<file path="src/rtl/maq_bcd_cont_if.sv">
// Control and digit bus of the two-digit BCD modulo counter.
// master drives the step/load controls, slave (the counter) returns the digits and flags.
interface maq_bcd_cont_if #(
  parameter int MSD_W = 3
);
  logic             maqb_enable;
  logic             maqb_incremento;
  logic             maqb_direcao;
  logic             maqb_load;
  logic [3:0]       maqb_load_Lsd;
  logic [MSD_W-1:0] maqb_load_Msd;
  logic [3:0]       maqb_Lsd;
  logic [MSD_W-1:0] maqb_Msd;
  logic             maqb_carry;
  logic             maqb_borrow;
  logic             maqb_terminal;
  logic             maqb_load_err;

  modport master (
    output maqb_enable, maqb_incremento, maqb_direcao,
    output maqb_load, maqb_load_Lsd, maqb_load_Msd,
    input  maqb_Lsd, maqb_Msd, maqb_carry, maqb_borrow,
    input  maqb_terminal, maqb_load_err
  );

  modport slave (
    input  maqb_enable, maqb_incremento, maqb_direcao,
    input  maqb_load, maqb_load_Lsd, maqb_load_Msd,
    output maqb_Lsd, maqb_Msd, maqb_carry, maqb_borrow,
    output maqb_terminal, maqb_load_err
  );
endinterface

</file>
<file path="src/rtl/maq_bcd_cont.sv">
// Two-digit BCD up/down modulo counter with checked preload, registered carry/borrow
// pulses and a combinational look-ahead terminal flag for cascading stages.
module maq_bcd_cont #(
  parameter int MODULUS   = 60,
  parameter int RESET_VAL = 0,
  parameter int MSD_W     = 3
) (
  input  logic                 maqb_clock,
  input  logic                 maqb_reset,
  maq_bcd_cont_if.slave        bus
);

  localparam int MAX_VAL = MODULUS - 1;
  localparam logic [3:0]       MAX_L = 4'(MAX_VAL % 10);
  localparam logic [MSD_W-1:0] MAX_M = MSD_W'(MAX_VAL / 10);
  localparam logic [3:0]       RST_L = 4'(RESET_VAL % 10);
  localparam logic [MSD_W-1:0] RST_M = MSD_W'(RESET_VAL / 10);

  if (MODULUS < 2 || MODULUS > 100) begin : g_bad_modulus
    $error("maq_bcd_cont: MODULUS must be in 2..100");
  end
  if (RESET_VAL < 0 || RESET_VAL >= MODULUS) begin : g_bad_reset_val
    $error("maq_bcd_cont: RESET_VAL must be below MODULUS");
  end
  if (MSD_W < 1 || MSD_W > 8 || (MAX_VAL / 10) >= (1 << MSD_W)) begin : g_bad_msd_w
    $error("maq_bcd_cont: MSD_W cannot hold the tens digit");
  end

  logic [3:0]       r_lsd;
  logic [MSD_W-1:0] r_msd;
  logic             r_carry;
  logic             r_borrow;
  logic             r_load_err;

  logic [3:0]       w_lsd_nx;
  logic [MSD_W-1:0] w_msd_nx;
  logic             w_carry_nx;
  logic             w_borrow_nx;
  logic             w_load_err_nx;
  logic             w_at_max;
  logic             w_at_zero;
  logic             w_load_ok;
  int unsigned      w_load_val;

  assign w_at_max   = (r_lsd == MAX_L) && (r_msd == MAX_M);
  assign w_at_zero  = (r_lsd == 4'd0) && (r_msd == '0);
  // Widened so a large MSD_W cannot overflow the range check.
  assign w_load_val = 32'(bus.maqb_load_Msd) * 32'd10 + 32'(bus.maqb_load_Lsd);
  assign w_load_ok  = (bus.maqb_load_Lsd <= 4'd9) && (w_load_val < 32'(MODULUS));

  always_comb begin
    w_lsd_nx      = r_lsd;
    w_msd_nx      = r_msd;
    w_carry_nx    = 1'b0;
    w_borrow_nx   = 1'b0;
    w_load_err_nx = 1'b0;
    if (bus.maqb_load) begin
      if (w_load_ok) begin
        w_lsd_nx = bus.maqb_load_Lsd;
        w_msd_nx = bus.maqb_load_Msd;
      end else begin
        w_load_err_nx = 1'b1;
      end
    end else if (bus.maqb_enable && bus.maqb_incremento) begin
      if (!bus.maqb_direcao) begin
        if (w_at_max) begin
          w_lsd_nx   = 4'd0;
          w_msd_nx   = '0;
          w_carry_nx = 1'b1;
        end else if (r_lsd == 4'd9) begin
          w_lsd_nx = 4'd0;
          w_msd_nx = r_msd + MSD_W'(1);
        end else begin
          w_lsd_nx = r_lsd + 4'd1;
        end
      end else begin
        if (w_at_zero) begin
          w_lsd_nx    = MAX_L;
          w_msd_nx    = MAX_M;
          w_borrow_nx = 1'b1;
        end else if (r_lsd == 4'd0) begin
          w_lsd_nx = 4'd9;
          w_msd_nx = r_msd - MSD_W'(1);
        end else begin
          w_lsd_nx = r_lsd - 4'd1;
        end
      end
    end
  end

  always_ff @(posedge maqb_clock) begin
    if (maqb_reset) begin
      r_lsd      <= RST_L;
      r_msd      <= RST_M;
      r_carry    <= 1'b0;
      r_borrow   <= 1'b0;
      r_load_err <= 1'b0;
    end else begin
      r_lsd      <= w_lsd_nx;
      r_msd      <= w_msd_nx;
      r_carry    <= w_carry_nx;
      r_borrow   <= w_borrow_nx;
      r_load_err <= w_load_err_nx;
    end
  end

  assign bus.maqb_Lsd      = r_lsd;
  assign bus.maqb_Msd      = r_msd;
  assign bus.maqb_carry    = r_carry;
  assign bus.maqb_borrow   = r_borrow;
  assign bus.maqb_load_err = r_load_err;
  assign bus.maqb_terminal = bus.maqb_direcao ? w_at_zero : w_at_max;

endmodule
</file>
<file path="src/flat_wrapper.sv">
// flat-port wrapper written by rule: the top's interface ports become plain ports
module maq_bcd_cont_flat 
#(
  parameter int MODULUS   = 60,
  parameter int RESET_VAL = 0,
  parameter int MSD_W     = 3
)
  (maqb_clock, maqb_reset, bus_maqb_enable, bus_maqb_incremento, bus_maqb_direcao, bus_maqb_load, bus_maqb_load_Lsd, bus_maqb_load_Msd, bus_maqb_Lsd, bus_maqb_Msd, bus_maqb_carry, bus_maqb_borrow, bus_maqb_terminal, bus_maqb_load_err);
  maq_bcd_cont_if #(.MSD_W(MSD_W)) bus_i ();
  input  logic maqb_clock;
  input  logic maqb_reset;
  input wire logic [$bits(bus_i.maqb_enable)-1:0] bus_maqb_enable;
  input wire logic [$bits(bus_i.maqb_incremento)-1:0] bus_maqb_incremento;
  input wire logic [$bits(bus_i.maqb_direcao)-1:0] bus_maqb_direcao;
  input wire logic [$bits(bus_i.maqb_load)-1:0] bus_maqb_load;
  input wire logic [$bits(bus_i.maqb_load_Lsd)-1:0] bus_maqb_load_Lsd;
  input wire logic [$bits(bus_i.maqb_load_Msd)-1:0] bus_maqb_load_Msd;
  output wire logic [$bits(bus_i.maqb_Lsd)-1:0] bus_maqb_Lsd;
  output wire logic [$bits(bus_i.maqb_Msd)-1:0] bus_maqb_Msd;
  output wire logic [$bits(bus_i.maqb_carry)-1:0] bus_maqb_carry;
  output wire logic [$bits(bus_i.maqb_borrow)-1:0] bus_maqb_borrow;
  output wire logic [$bits(bus_i.maqb_terminal)-1:0] bus_maqb_terminal;
  output wire logic [$bits(bus_i.maqb_load_err)-1:0] bus_maqb_load_err;
  assign bus_i.maqb_enable = bus_maqb_enable;
  assign bus_i.maqb_incremento = bus_maqb_incremento;
  assign bus_i.maqb_direcao = bus_maqb_direcao;
  assign bus_i.maqb_load = bus_maqb_load;
  assign bus_i.maqb_load_Lsd = bus_maqb_load_Lsd;
  assign bus_i.maqb_load_Msd = bus_maqb_load_Msd;
  assign bus_maqb_Lsd = bus_i.maqb_Lsd;
  assign bus_maqb_Msd = bus_i.maqb_Msd;
  assign bus_maqb_carry = bus_i.maqb_carry;
  assign bus_maqb_borrow = bus_i.maqb_borrow;
  assign bus_maqb_terminal = bus_i.maqb_terminal;
  assign bus_maqb_load_err = bus_i.maqb_load_err;
  maq_bcd_cont #(.MODULUS(MODULUS), .RESET_VAL(RESET_VAL), .MSD_W(MSD_W)) u_core (.maqb_clock(maqb_clock), .maqb_reset(maqb_reset), .bus(bus_i));
endmodule
</file>
<file path="config.mk">
export PLATFORM = sky130hd
export DESIGN_NAME = maq_bcd_cont_flat
export DESIGN_NICKNAME = d
export VERILOG_FILES = /design/src/rtl/maq_bcd_cont_if.sv /design/src/rtl/maq_bcd_cont.sv /design/src/flat_wrapper.sv
export SDC_FILE = /design/constraint.sdc
export NUM_CORES = 1
export LEC_CHECK = 0
export CAP_MARGIN = 20
export CORE_ASPECT_RATIO = 0.7
export CORE_MARGIN = 2
export CORE_UTILIZATION = 24
export CTS_CLUSTER_SIZE = 40
export DETAILED_ROUTE_END_ITERATION = 8
export HOLD_SLACK_MARGIN = 0.15
export PLACE_DENSITY_LB_ADDON = 0.1
export SYNTH_ARGS = -nofsm -noshare
export SYNTH_HDL_FRONTEND = slang
export SYNTH_SLANG_ARGS = --single-unit
</file>
<file path="constraint.sdc">
create_clock -name maqb_clock -period 2.5 [get_ports maqb_clock]
set_clock_uncertainty 0.2 [all_clocks]
set_input_delay 0.5 -clock maqb_clock [delete_from_list [all_inputs] [get_ports maqb_clock]]
set_output_delay 0.5 -clock maqb_clock [all_outputs]
set_load 0.05 [all_outputs]
</file>
==> reports/summary.log, run 1 <==
[route] average wire per standard cell 13.4 um
[sta] Final setup viols 6
[sta] final critical-path share of the clock period 1.03
[clock_tree] # hold bufs at CTS 0
[cells_and_area] fraction of layout instances using a drive strength above 1 0.330
[sta] Relative slew margins 0.669
[synthesis] count of unique library cells instantiated by Yosys 44
[synthesis] ranking of synthesized cells by area dfxtp_1, ha_1, nand2_1, mux2i_1, a21oi_1
[global_route] vias in the first global route 1074
[critical_path] WP data arrival 2.49 ns
[synthesis] average size of a mapped cell 8.16 um^2
[placed_design] half-perimeter wire length after detailed placement 2490 um
[sta] endpoints failing hold 0
[synthesis] sequential element share of the synthesized area 0.192
[synthesis] post-synthesis instance area 1040 um^2
[route] overall routed net length 3100 um
[critical_path] Worst setup EP type register
[global_route] GR Util All Layers 0.131
[clock_tree] latest clock arrival within the worst-skew pair 0.23 ns
[synthesis] leading register cell type out of synthesis dfxtp_1
[synthesis] cell count after synthesis 128
[clock_tree] Num CTS Buffers 3
[cells_and_area] commonest cells after routing, fill and taps aside buf_4, clkdlybuf4s50_1, nand2_1, dfxtp_1
[cells_and_area] commonest non-fill, non-tap cell in the layout buf_4
[clock_tree] root buffer cell clkbuf_8
[placed_design] total of buffers placed on input and output ports 23
[floorplan] Core Area 4250 um^2
[power_and_ir_drop] highest ir drop seen on vdd 0.171 mV
[critical_path] Critical Path RT 2.42 ns
[sta] worst-margin pin slew 0.495 ns
[outcome] violated checks negative setup slack
[floorplan] Cell Rows 20
[placed_design] placed instance count 222
[cells_and_area] antenna cell count 0
[sta] clock period minus final worst setup slack 2.56 ns
[floorplan] Chip Width 82.9 um
[sta] achievable frequency 0.390 GHz
[synthesis] dominant cell type by area after synthesis dfxtp_1
[floorplan] DIE HEIGHT 59.2 um
[synthesis] Syn Nets 151
[route] drc violations 0
[cells_and_area] final net count 200
[clock_tree] TritonCTS clock tree yes
[cells_and_area] number of cells in the finished layout apart from fillers 231
[clock_tree] number of buffers on the longest clock path 2
[synthesis] Synth async-reset ratio 0
[sta] RSZ-0062 raised after global routing true
[clock_tree] Max H-tree Level 1
[run] Max-cap violations 0
[route] vias per cell 4.83
[global_route] Congestion Overflow GR 0
[clock_tree] sinks on the clock net 10
[route] number of violations reported at the end of detailed-routing iteration 0 30
[outcome] run status complete, but fails checks
[placed_design] gp weighted congestion 0.813
[global_route] wire length of the first global-routing pass 5170 um
[power_and_ir_drop] Pwr Total 786 uW
[min_path] worst min-delay path class register to register
[floorplan] count of pins on the block boundary 24
[global_route] number of antenna violations at the first check in global routing 0
[synthesis] fraction of post-synthesis cell area in the top cell type by area 0.192
[floorplan] Initial Utilization 0.246
[route] via count 1115
[synthesis] count of flip-flops with a built-in enable after synthesis 0
[clock_tree] clock transition at the registers of the reported paths 0.05 ns
[route] number of routed nets with antenna violations 0
[sta] Final Max Tran Viols 0
[critical_path] startpoint type of the worst setup path primary input
[global_route] maximum number of pins on one net before global-route repair 13
[critical_path] category of the most critical setup path primary input to register
[synthesis] synth warn 0
[route] number of iterations in the first detailed-routing pass 4
[synthesis] synthesized flop and latch total 10
[critical_path] critical path peak fanout 4
[sta] worst-case setup margin in the final layout -0.0632 ns
[power_and_ir_drop] leakage dissipation 0.000711 uW
[cells_and_area] area growth from synthesis to layout 61.0%
[power_and_ir_drop] Pwr per Cell Area 467 nW/um^2
[floorplan] area of the die 4910 um^2
-- per-stage QoR --
step	hold WS (ns)	utilization	TNS (ns)	instance area [um^2]	setup WS [ns]
after floorplan	0.491	-	-0.134	1070	-0.0669
after global placement	0.303	0.359	-4.75	1530	-0.662
after detailed placement	0.331	0.359	-5.41	1530	-0.753
after CTS	0.338	0.387	0	1650	0.00246
after global routing	0.354	0.395	-0.679	1680	-0.121
final	0.330	0.395	-0.176	1680	-0.0632
-- path summary, 6_finish.rpt --
check	startpoint	endpoint	slack (ns)	cells past startpoint
max	bus_maqb_load_Msd[0]	u_core.bus.maqb_Lsd[3]	-0.06	10
min	u_core.bus.maqb_Msd[1]	u_core.bus.maqb_Msd[1]	0.33	2
max reg2reg	u_core.bus.maqb_Lsd[1]	u_core.bus.maqb_Lsd[3]	0.58	7
min reg2reg	u_core.bus.maqb_Msd[1]	u_core.bus.maqb_Msd[1]	0.33	2
-- routing by layer --
metal	global-route usage	routed length, um	vias up
met5	0	0	-
met4	0.0422	19	0
met3	0.0167	137	2
met2	0.211	1360	28
met1	0.184	1590	520
li1	-	-	565
-- registers in the layout, summed over array words and instances (netlist names) --
| register | flops |
|---|---|
| u_core.bus.maqb_Msd | 3 |
| u_core.bus.maqb_borrow | 1 |
| u_core.bus.maqb_carry | 1 |
| u_core.bus.maqb_load_err | 1 |
| u_core.bus.maqb_Lsd | 4 |
-- Yosys cell counts (2+ instances only) --
| cell | instances |
|---|---|
| a211oi_1 | 2 |
| mux2_4 | 2 |
| dfxtp_1 | 10 |
| o211ai_1 | 2 |
| nand2b_1 | 3 |
| mux2i_1 | 5 |
| nor2_1 | 7 |
| nor3_1 | 3 |
| nor2b_1 | 6 |
| nand3b_1 | 2 |
| a311oi_1 | 2 |
| nand2_1 | 14 |
| a21o_2 | 2 |
| nand4_1 | 2 |
| a31oi_1 | 4 |
| ha_1 | 9 |
| clkbuf_1 | 6 |
| nand3_1 | 5 |
| o21ai_0 | 4 |
| inv_1 | 7 |
| a21oi_1 | 8 |
-- power breakdown --
part	internal [uW]	switching (uW)
Clock	139	68.1
Sequential	172	16.0
Combinational	187	203
Total	498	287
-- critical path, stage by stage --
cell and delay, ns:
buf_8 0.10, ha_4 0.24, ha_4 0.30, nand4_1 0.13, buf_4 0.18, nand2_2 0.10, mux2i_2 0.27, o211ai_4 0.15
a21boi_4 0.21, mux2_4 0.31
-- cell type report --
| class | count | area [um^2] |
|---|---|---|
| clock buffer | 4 | 55.1 |
| timing repair buffer | 51 | 469 |
| multi-input combinational | 104 | 862 |
| fill | 433 | 2570 |
| inverter | 7 | 26.3 |
| sequential | 10 | 200 |
| tap | 55 | 68.8 |
-- kinds of logic after synthesis --
group | synth area share
AND/OR/NAND/NOR | 0.259
AO/OA/AOI/OAI | 0.262
buffers and inverters | 0.0515
adder cells (fa/ha/maj) | 0.127
flip-flops | 0.192
multiplexers | 0.0766
XOR/XNOR | 0.0323
-- repair_timing --
action                                  in CTS  in global routing
cloned                                       0                  0
buffers inserted                             3                  2
pin swaps                                   12                  8
endpoints found under the hold margin        0                  0
gates resized for setup                     21                 10
endpoints found under the setup margin       8                  9
(Power assumes the default switching activity.)
==> run 2, diff against run 1 <==
--- a/config.mk
+++ b/config.mk
@@ -12,6 +12,7 @@
 export CTS_CLUSTER_SIZE = 40
 export DETAILED_ROUTE_END_ITERATION = 8
 export HOLD_SLACK_MARGIN = 0.15
+export MAX_ROUTING_LAYER = met4
 export PLACE_DENSITY_LB_ADDON = 0.1
 export SYNTH_ARGS = -nofsm -noshare
 export SYNTH_HDL_FRONTEND = slang
==> run 2 against run 1 <==
The run still ends with negative setup slack left. Via count stayed put. Cell count stayed put. Worst hold slack stayed put. Flip-flop and latch count stayed put. Maximum frequency hardly changed. Clock-buffer cell count stayed put. Clock power hardly changed. First-iteration DRC count stayed put. Wire length stayed put. Worst setup slack hardly changed. Critical path type unchanged. Critical endpoint unchanged. Largest cell class unchanged. Highest routed layer unchanged.
==> reports/summary.log, run 2 (same netlist as run 1, synthesis figures left out) <==
[outcome] run status complete, but fails checks [unchanged]
[outcome] violated checks negative setup slack [unchanged]
[placed_design] gp weighted congestion 0.825 [was 0.813]
[route] number of violations reported at the end of detailed-routing iteration 0 30 [unchanged]
[floorplan] count of pins on the block boundary 24 [unchanged]
[power_and_ir_drop] leakage dissipation 0.000711 uW [unchanged]
[critical_path] Critical Path RT 2.42 ns [about the same]
[clock_tree] Num CTS Buffers 3 [unchanged]
[floorplan] area of the die 4910 um^2 [unchanged]
[route] number of routed nets with antenna violations 0 [unchanged]
[placed_design] worst setup slack before clock tree synthesis -0.753 ns [unchanged]
[global_route] maximum number of pins on one net before global-route repair 13 [unchanged]
[cells_and_area] fraction of layout instances using a drive strength above 1 0.330 [unchanged]
[sta] clock period minus final worst setup slack 2.56 ns [about the same]
[global_route] GR Util All Layers 0.135 [was 0.131]
[critical_path] WP data arrival 2.49 ns [about the same]
[floorplan] Initial Utilization 0.246 [unchanged]
[power_and_ir_drop] Pwr per Cell Area 467 nW/um^2 [about the same]
[min_path] hold path cells 2 [unchanged]
[global_route] number of antenna violations at the first check in global routing 0 [unchanged]
[clock_tree] latest clock arrival within the worst-skew pair 0.23 ns [about the same]
[sta] worst-case setup margin in the final layout -0.0631 ns [was -0.0632 ns]
[run] Max-cap violations 0 [unchanged]
[critical_path] Critical Path, Cell by Cell buf_8 > ha_4 > ha_4 > nand4_1 > buf_4 > nand2_2 > mux2i_2 > o211ai_4 > a21boi_4 > mux2_4 [unchanged]
[clock_tree] clock transition at the registers of the reported paths 0.05 ns [about the same]
[critical_path] Worst setup EP type register [unchanged]
[clock_tree] # hold bufs at CTS 0 [unchanged]
[critical_path] cell with the biggest individual delay on the critical path mux2_4 [unchanged]
[critical_path] cells on worst reg2reg path 7 [unchanged]
[sta] Final setup viols 6 [unchanged]
[critical_path] CP dominant cell by count ha_4 [unchanged]
[critical_path] number of cells on the critical path 10 [unchanged]
[cells_and_area] max reg flops 4 [unchanged]
[cells_and_area] commonest non-fill, non-tap cell in the layout buf_4 [unchanged]
[route] overall routed net length 3100 um [unchanged]
[cells_and_area] antenna cell count 0 [unchanged]
[route] vias per cell 4.83 [unchanged]
[critical_path] Buf/Inv on CP 2 [unchanged]
[critical_path] critical path peak fanout 4 [unchanged]
[global_route] wire length of the first global-routing pass 5170 um [unchanged]
[cells_and_area] commonest cells after routing, fill and taps aside buf_4, clkdlybuf4s50_1, nand2_1, dfxtp_1 [unchanged]
[floorplan] DIE HEIGHT 59.2 um [unchanged]
[floorplan] Core Area 4250 um^2 [unchanged]
[placed_design] total of buffers placed on input and output ports 23 [unchanged]
[global_route] vias in the first global route 1073 [was 1074]
[placed_design] half-perimeter wire length after detailed placement 2490 um [unchanged]
[sta] Final Max Tran Viols 0 [unchanged]
[cells_and_area] Fillers 433 [unchanged]
[global_route] Congestion Overflow GR 0 [unchanged]
[critical_path] peak per-stage delay on the critical path 0.31 ns [about the same]
[route] number of iterations in the first detailed-routing pass 4 [unchanged]
[clock_tree] sinks on the clock net 10 [unchanged]
[sta] RSZ-0062 raised after global routing true [unchanged]
[cells_and_area] area of the multi-input gates 862 um^2 [unchanged]
[floorplan] Cell Rows 20 [unchanged]
[sta] endpoints failing hold 0 [unchanged]
[cells_and_area] area growth from synthesis to layout 61.0% [unchanged]
[cells_and_area] area of all sequential standard cells 200 um^2 [unchanged]
[critical_path] category of the most critical setup path primary input to register [unchanged]
[clock_tree] Max H-tree Level 1 [unchanged]
[sta] achievable frequency 0.390 GHz [about the same]
[power_and_ir_drop] Pwr Total 786 uW [about the same]
[cells_and_area] final net count 200 [unchanged]
[min_path] worst min-delay path class register to register [unchanged]
[critical_path] Largest delay share family, worst path multiplexers [unchanged]
[clock_tree] number of buffers on the longest clock path 2 [unchanged]
[route] drc violations 0 [unchanged]
[power_and_ir_drop] highest ir drop seen on vdd 0.171 mV [unchanged]
[clock_tree] root buffer cell clkbuf_8 [unchanged]
[sta] Relative slew margins 0.669 [unchanged]
[route] average wire per standard cell 13.4 um [unchanged]
[sta] final critical-path share of the clock period 1.03 [about the same]
[floorplan] Chip Width 82.9 um [unchanged]
[sta] worst-margin pin slew 0.495 ns [unchanged]
[critical_path] startpoint type of the worst setup path primary input [unchanged]
[route] via count 1115 [unchanged]
[clock_tree] TritonCTS clock tree yes [unchanged]
==> run 2: cell counts in the layout (fill, tap and decap cells not counted) <==
No cell type changed its count.
==> run 2: metrics by stage <==
stage	TNS [ns]	hold slack (ns)	util	std cells	instance area, um^2
3_5_place_dp	-5.41	0.331	0.359	222	1530
6_report	-0.176	0.330	0.395	231	1680
5_1_grt	-0.679	0.354	0.395	231	1680
3_3_place_gp	-4.75	0.303	0.359	222	1530
4_1_cts	0	0.338	0.387	229	1650
2_1_floorplan	-0.134	0.491	-	128	1070
==> run 2: layout make-up <==
cell class	instances	area share
Multi-Input combinational cell	104	0.513
Timing Repair Buffer	51	0.279
Sequential cell	10	0.119
Tap cell	55	0.0409
Clock buffer	4	0.0327
Inverter	7	0.0156
==> run 2: repair_timing <==
action | in CTS | in global routing
endpoints found under the setup margin | 8 | 9
gates resized for setup | 21 | 10
pin swaps | 12 | 8
buffers inserted | 3 | 2
==> run 2: power breakdown <==
group | leakage (uW) | internal [uW] | total [uW] | switching [uW]
combinational | 0.000601 | 187 | 391 | 203
clock | 0.0000288 | 139 | 207 | 68.1
sequential | 0.0000818 | 172 | 188 | 16.0
total | 0.000711 | 498 | 786 | 287
==> run 2: worst reg2reg max path, cell delays in order (launching register included) <==
cell and delay [ns]:
dfxtp_1 0.35, buf_4 0.18, nor4b_1 0.39, a311oi_1 0.10
a311oi_1 0.33, a21oi_1 0.07, nor2_1 0.09, mux2_4 0.15
==> run 2: worst paths after layout <==
| kind | from | to | slack (ns) |
|---|---|---|---|
| max reg2reg | u_core.bus.maqb_Lsd[1] | u_core.bus.maqb_Lsd[3] | 0.58 |
| max | bus_maqb_load_Msd[0] | u_core.bus.maqb_Lsd[3] | -0.06 |
| min | u_core.bus.maqb_Msd[1] | u_core.bus.maqb_Msd[1] | 0.33 |
| min reg2reg | u_core.bus.maqb_Msd[1] | u_core.bus.maqb_Msd[1] | 0.33 |
==> run 2: per-layer routing <==
| layer | global-route usage | routed length, um | vias to the layer above |
|---|---|---|---|
| met5 | - | 0 | - |
| met4 | 0.0422 | 19 | 0 |
| met3 | 0.0153 | 130 | 2 |
| met2 | 0.211 | 1360 | 28 |
| met1 | 0.185 | 1590 | 520 |
| li1 | - | - | 565 |
==> run 3, diff against run 2 <==
--- a/config.mk
+++ b/config.mk
@@ -14,6 +14,8 @@
 export HOLD_SLACK_MARGIN = 0.15
 export MAX_ROUTING_LAYER = met4
 export PLACE_DENSITY_LB_ADDON = 0.1
+export RECOVER_POWER = 25
+export SLEW_MARGIN = 0
 export SYNTH_ARGS = -nofsm -noshare
 export SYNTH_HDL_FRONTEND = slang
 export SYNTH_SLANG_ARGS = --single-unit
==> run 3 against run 2 <==
The run still ends with negative setup slack left. Register-to-register slack about the same. Clock-buffer cell count unchanged. Non-clock buffer count unchanged. Via count unchanged. Sequential power about the same. Largest power group unchanged.
==> reports/summary.log, run 3 (same netlist as run 1, synthesis figures left out) <==
[outcome] run status complete, but fails checks [unchanged]
[outcome] violated checks negative setup slack [unchanged]
[route] vias per cell 4.83 [unchanged]
[placed_design] total of buffers placed on input and output ports 23 [unchanged]
[critical_path] WP data arrival 2.49 ns [about the same]
[route] overall routed net length 3100 um [about the same]
[placed_design] half-perimeter wire length after detailed placement 2490 um [unchanged]
[power_and_ir_drop] P_sw 287 uW [about the same]
[clock_tree] root buffer cell clkbuf_8 [unchanged]
[sta] total negative slack -0.176 ns [about the same]
[power_and_ir_drop] Pwr per Cell Area 468 nW/um^2 [was 467 nW/um^2]
[cells_and_area] max reg flops 4 [unchanged]
[clock_tree] Max H-tree Level 1 [unchanged]
[power_and_ir_drop] sw frac 0.366 [about the same]
[placed_design] area post-placement 1530 um^2 [unchanged]
[min_path] worst min-delay path class register to register [unchanged]
[route] via count 1115 [unchanged]
[power_and_ir_drop] Gate power share 0.497 [about the same]
[cells_and_area] final net count 200 [unchanged]
[power_and_ir_drop] leakage dissipation 0.000712 uW [was 0.000711 uW]
[clock_tree] TritonCTS clock tree yes [unchanged]
[critical_path] cell with the biggest individual delay on the critical path mux2_4 [unchanged]
[cells_and_area] Final Instance Area 1680 um^2 [about the same]
[floorplan] Core Area 4250 um^2 [unchanged]
[global_route] vias in the first global route 1073 [unchanged]
[sta] Final setup viols 6 [unchanged]
[global_route] maximum number of pins on one net before global-route repair 13 [unchanged]
[route] average wire per standard cell 13.4 um [about the same]
[sta] achievable frequency 0.390 GHz [unchanged]
[floorplan] Chip Width 82.9 um [unchanged]
[cells_and_area] fraction of layout instances using a drive strength above 1 0.324 [was 0.330]
[cells_and_area] area of the multi-input gates 862 um^2 [unchanged]
[global_route] GR Util All Layers 0.135 [unchanged]
[route] number of routed nets with antenna violations 0 [unchanged]
[floorplan] Initial Utilization 0.246 [unchanged]
[critical_path] peak per-stage delay on the critical path 0.31 ns [about the same]
[sta] final critical-path share of the clock period 1.03 [about the same]
[critical_path] startpoint type of the worst setup path primary input [unchanged]
[critical_path] Largest delay share family, worst path multiplexers [unchanged]
[cells_and_area] Fillers 433 [unchanged]
[cells_and_area] final core utilization 0.394 [was 0.395]
[global_route] number of antenna violations at the first check in global routing 0 [unchanged]
[sta] worst-case setup margin in the final layout -0.0631 ns [about the same]
[route] number of violations reported at the end of detailed-routing iteration 0 35 [was 30]
[cells_and_area] commonest cells after routing, fill and taps aside buf_4, clkdlybuf4s50_1, nand2_1, dfxtp_1 [unchanged]
[critical_path] Buf/Inv on CP 2 [unchanged]
[clock_tree] sinks on the clock net 10 [unchanged]
[critical_path] category of the most critical setup path primary input to register [unchanged]
[clock_tree] number of buffers on the longest clock path 2 [unchanged]
[power_and_ir_drop] Sequential Power Share 0.240 [was 0.239]
[run] Max-cap violations 0 [unchanged]
[route] drc violations 0 [unchanged]
[clock_tree] Num CTS Buffers 3 [unchanged]
[cells_and_area] area of all sequential standard cells 200 um^2 [unchanged]
[global_route] Congestion Overflow GR 0 [unchanged]
[sta] endpoints failing hold 0 [unchanged]
[critical_path] Critical Path RT 2.42 ns [about the same]
[clock_tree] clock transition at the registers of the reported paths 0.05 ns [about the same]
[placed_design] gp weighted congestion 0.825 [unchanged]
[critical_path] Worst setup EP type register [unchanged]
[power_and_ir_drop] highest ir drop seen on vdd 0.171 mV [about the same]
[critical_path] Critical Path, Cell by Cell buf_8 > ha_4 > ha_4 > nand4_1 > buf_4 > nand2_2 > mux2i_2 > o211ai_4 > a21boi_4 > mux2_4 [unchanged]
[route] number of iterations in the first detailed-routing pass 4 [unchanged]
[critical_path] critical path peak fanout 4 [unchanged]
[floorplan] DIE HEIGHT 59.2 um [unchanged]
[sta] Relative slew margins 0.669 [unchanged]
[sta] RSZ-0062 raised after global routing true [unchanged]
[sta] Final Max Tran Viols 0 [unchanged]
[cells_and_area] antenna cell count 0 [unchanged]
[sta] worst-margin pin slew 0.495 ns [unchanged]
[clock_tree] # hold bufs at CTS 0 [unchanged]
[floorplan] Cell Rows 20 [unchanged]
[global_route] wire length of the first global-routing pass 5170 um [unchanged]
[power_and_ir_drop] fraction of power consumed by the clock network 0.264 [was 0.263]
[sta] final worst hold slack 0.330 ns [unchanged]
[floorplan] area of the die 4910 um^2 [unchanged]
[power_and_ir_drop] internal power 497 uW [was 498 uW]
[critical_path] CP dominant cell by count ha_4 [unchanged]
[floorplan] count of pins on the block boundary 24 [unchanged]
[cells_and_area] commonest non-fill, non-tap cell in the layout buf_4 [unchanged]
[sta] clock period minus final worst setup slack 2.56 ns [about the same]
[cells_and_area] area growth from synthesis to layout 60.6% [was 61.0%]
[clock_tree] latest clock arrival within the worst-skew pair 0.23 ns [about the same]
-- run 3: through the flow --
stage               instances  setup slack [ns]  power (uW)
finish                    231           -0.0631         785
global route              231            -0.121         831
CTS                       229           0.00246         783
detailed placement        222            -0.753         551
global placement          222            -0.662         546
floorplan                 128           -0.0669         409
-- run 3: timing repair --
item / 4_1_cts / 5_1_grt
setup endpoints to repair: 8 / 9
resized for setup: 21 / 10
pin swaps: 12 / 8
buffers inserted: 3 / 2
-- run 3: path summary, 6_finish.rpt --
path                            cells after the start                endpoint              startpoint  slack, ns
worst max-delay path                               10  u_core.bus.maqb_Lsd[3]    bus_maqb_load_Msd[0]      -0.06
worst min-delay path                                2  u_core.bus.maqb_Msd[1]  u_core.bus.maqb_Msd[1]       0.33
worst max register to register                      7  u_core.bus.maqb_Lsd[3]  u_core.bus.maqb_Lsd[1]       0.58
worst min register to register                      2  u_core.bus.maqb_Msd[1]  u_core.bus.maqb_Msd[1]       0.33
-- run 3: metal layers --
metal  track usage  share of wire
met5             -              0
met4        0.0422         0.0061
met3        0.0153          0.042
met2         0.211           0.44
met1         0.185           0.52
-- run 3: area by class of cell --
| cell class | count | share of cell area |
|---|---|---|
| well taps | 55 | 0.0410 |
| clock buffers | 4 | 0.0328 |
| multi-input cells | 104 | 0.514 |
| inverters | 7 | 0.0157 |
| flip-flops and latches | 10 | 0.119 |
| repair buffers | 51 | 0.277 |
-- run 3: tightest hold or removal path, delay by kind of cell, from the launching register on --
family,cells,cell delay (ns)
flip-flops,1,0.34
multiplexers,1,0.07
AND/OR/NAND/NOR,1,0.07
-- run 3: power by group through the flow --
stage	sequential, uW	combinational [uW]	clock (uW)
floorplan	227	183	0
global placement	191	355	0
detailed placement	192	359	0
CTS	188	384	211
global route	190	420	221
finish	188	390	207
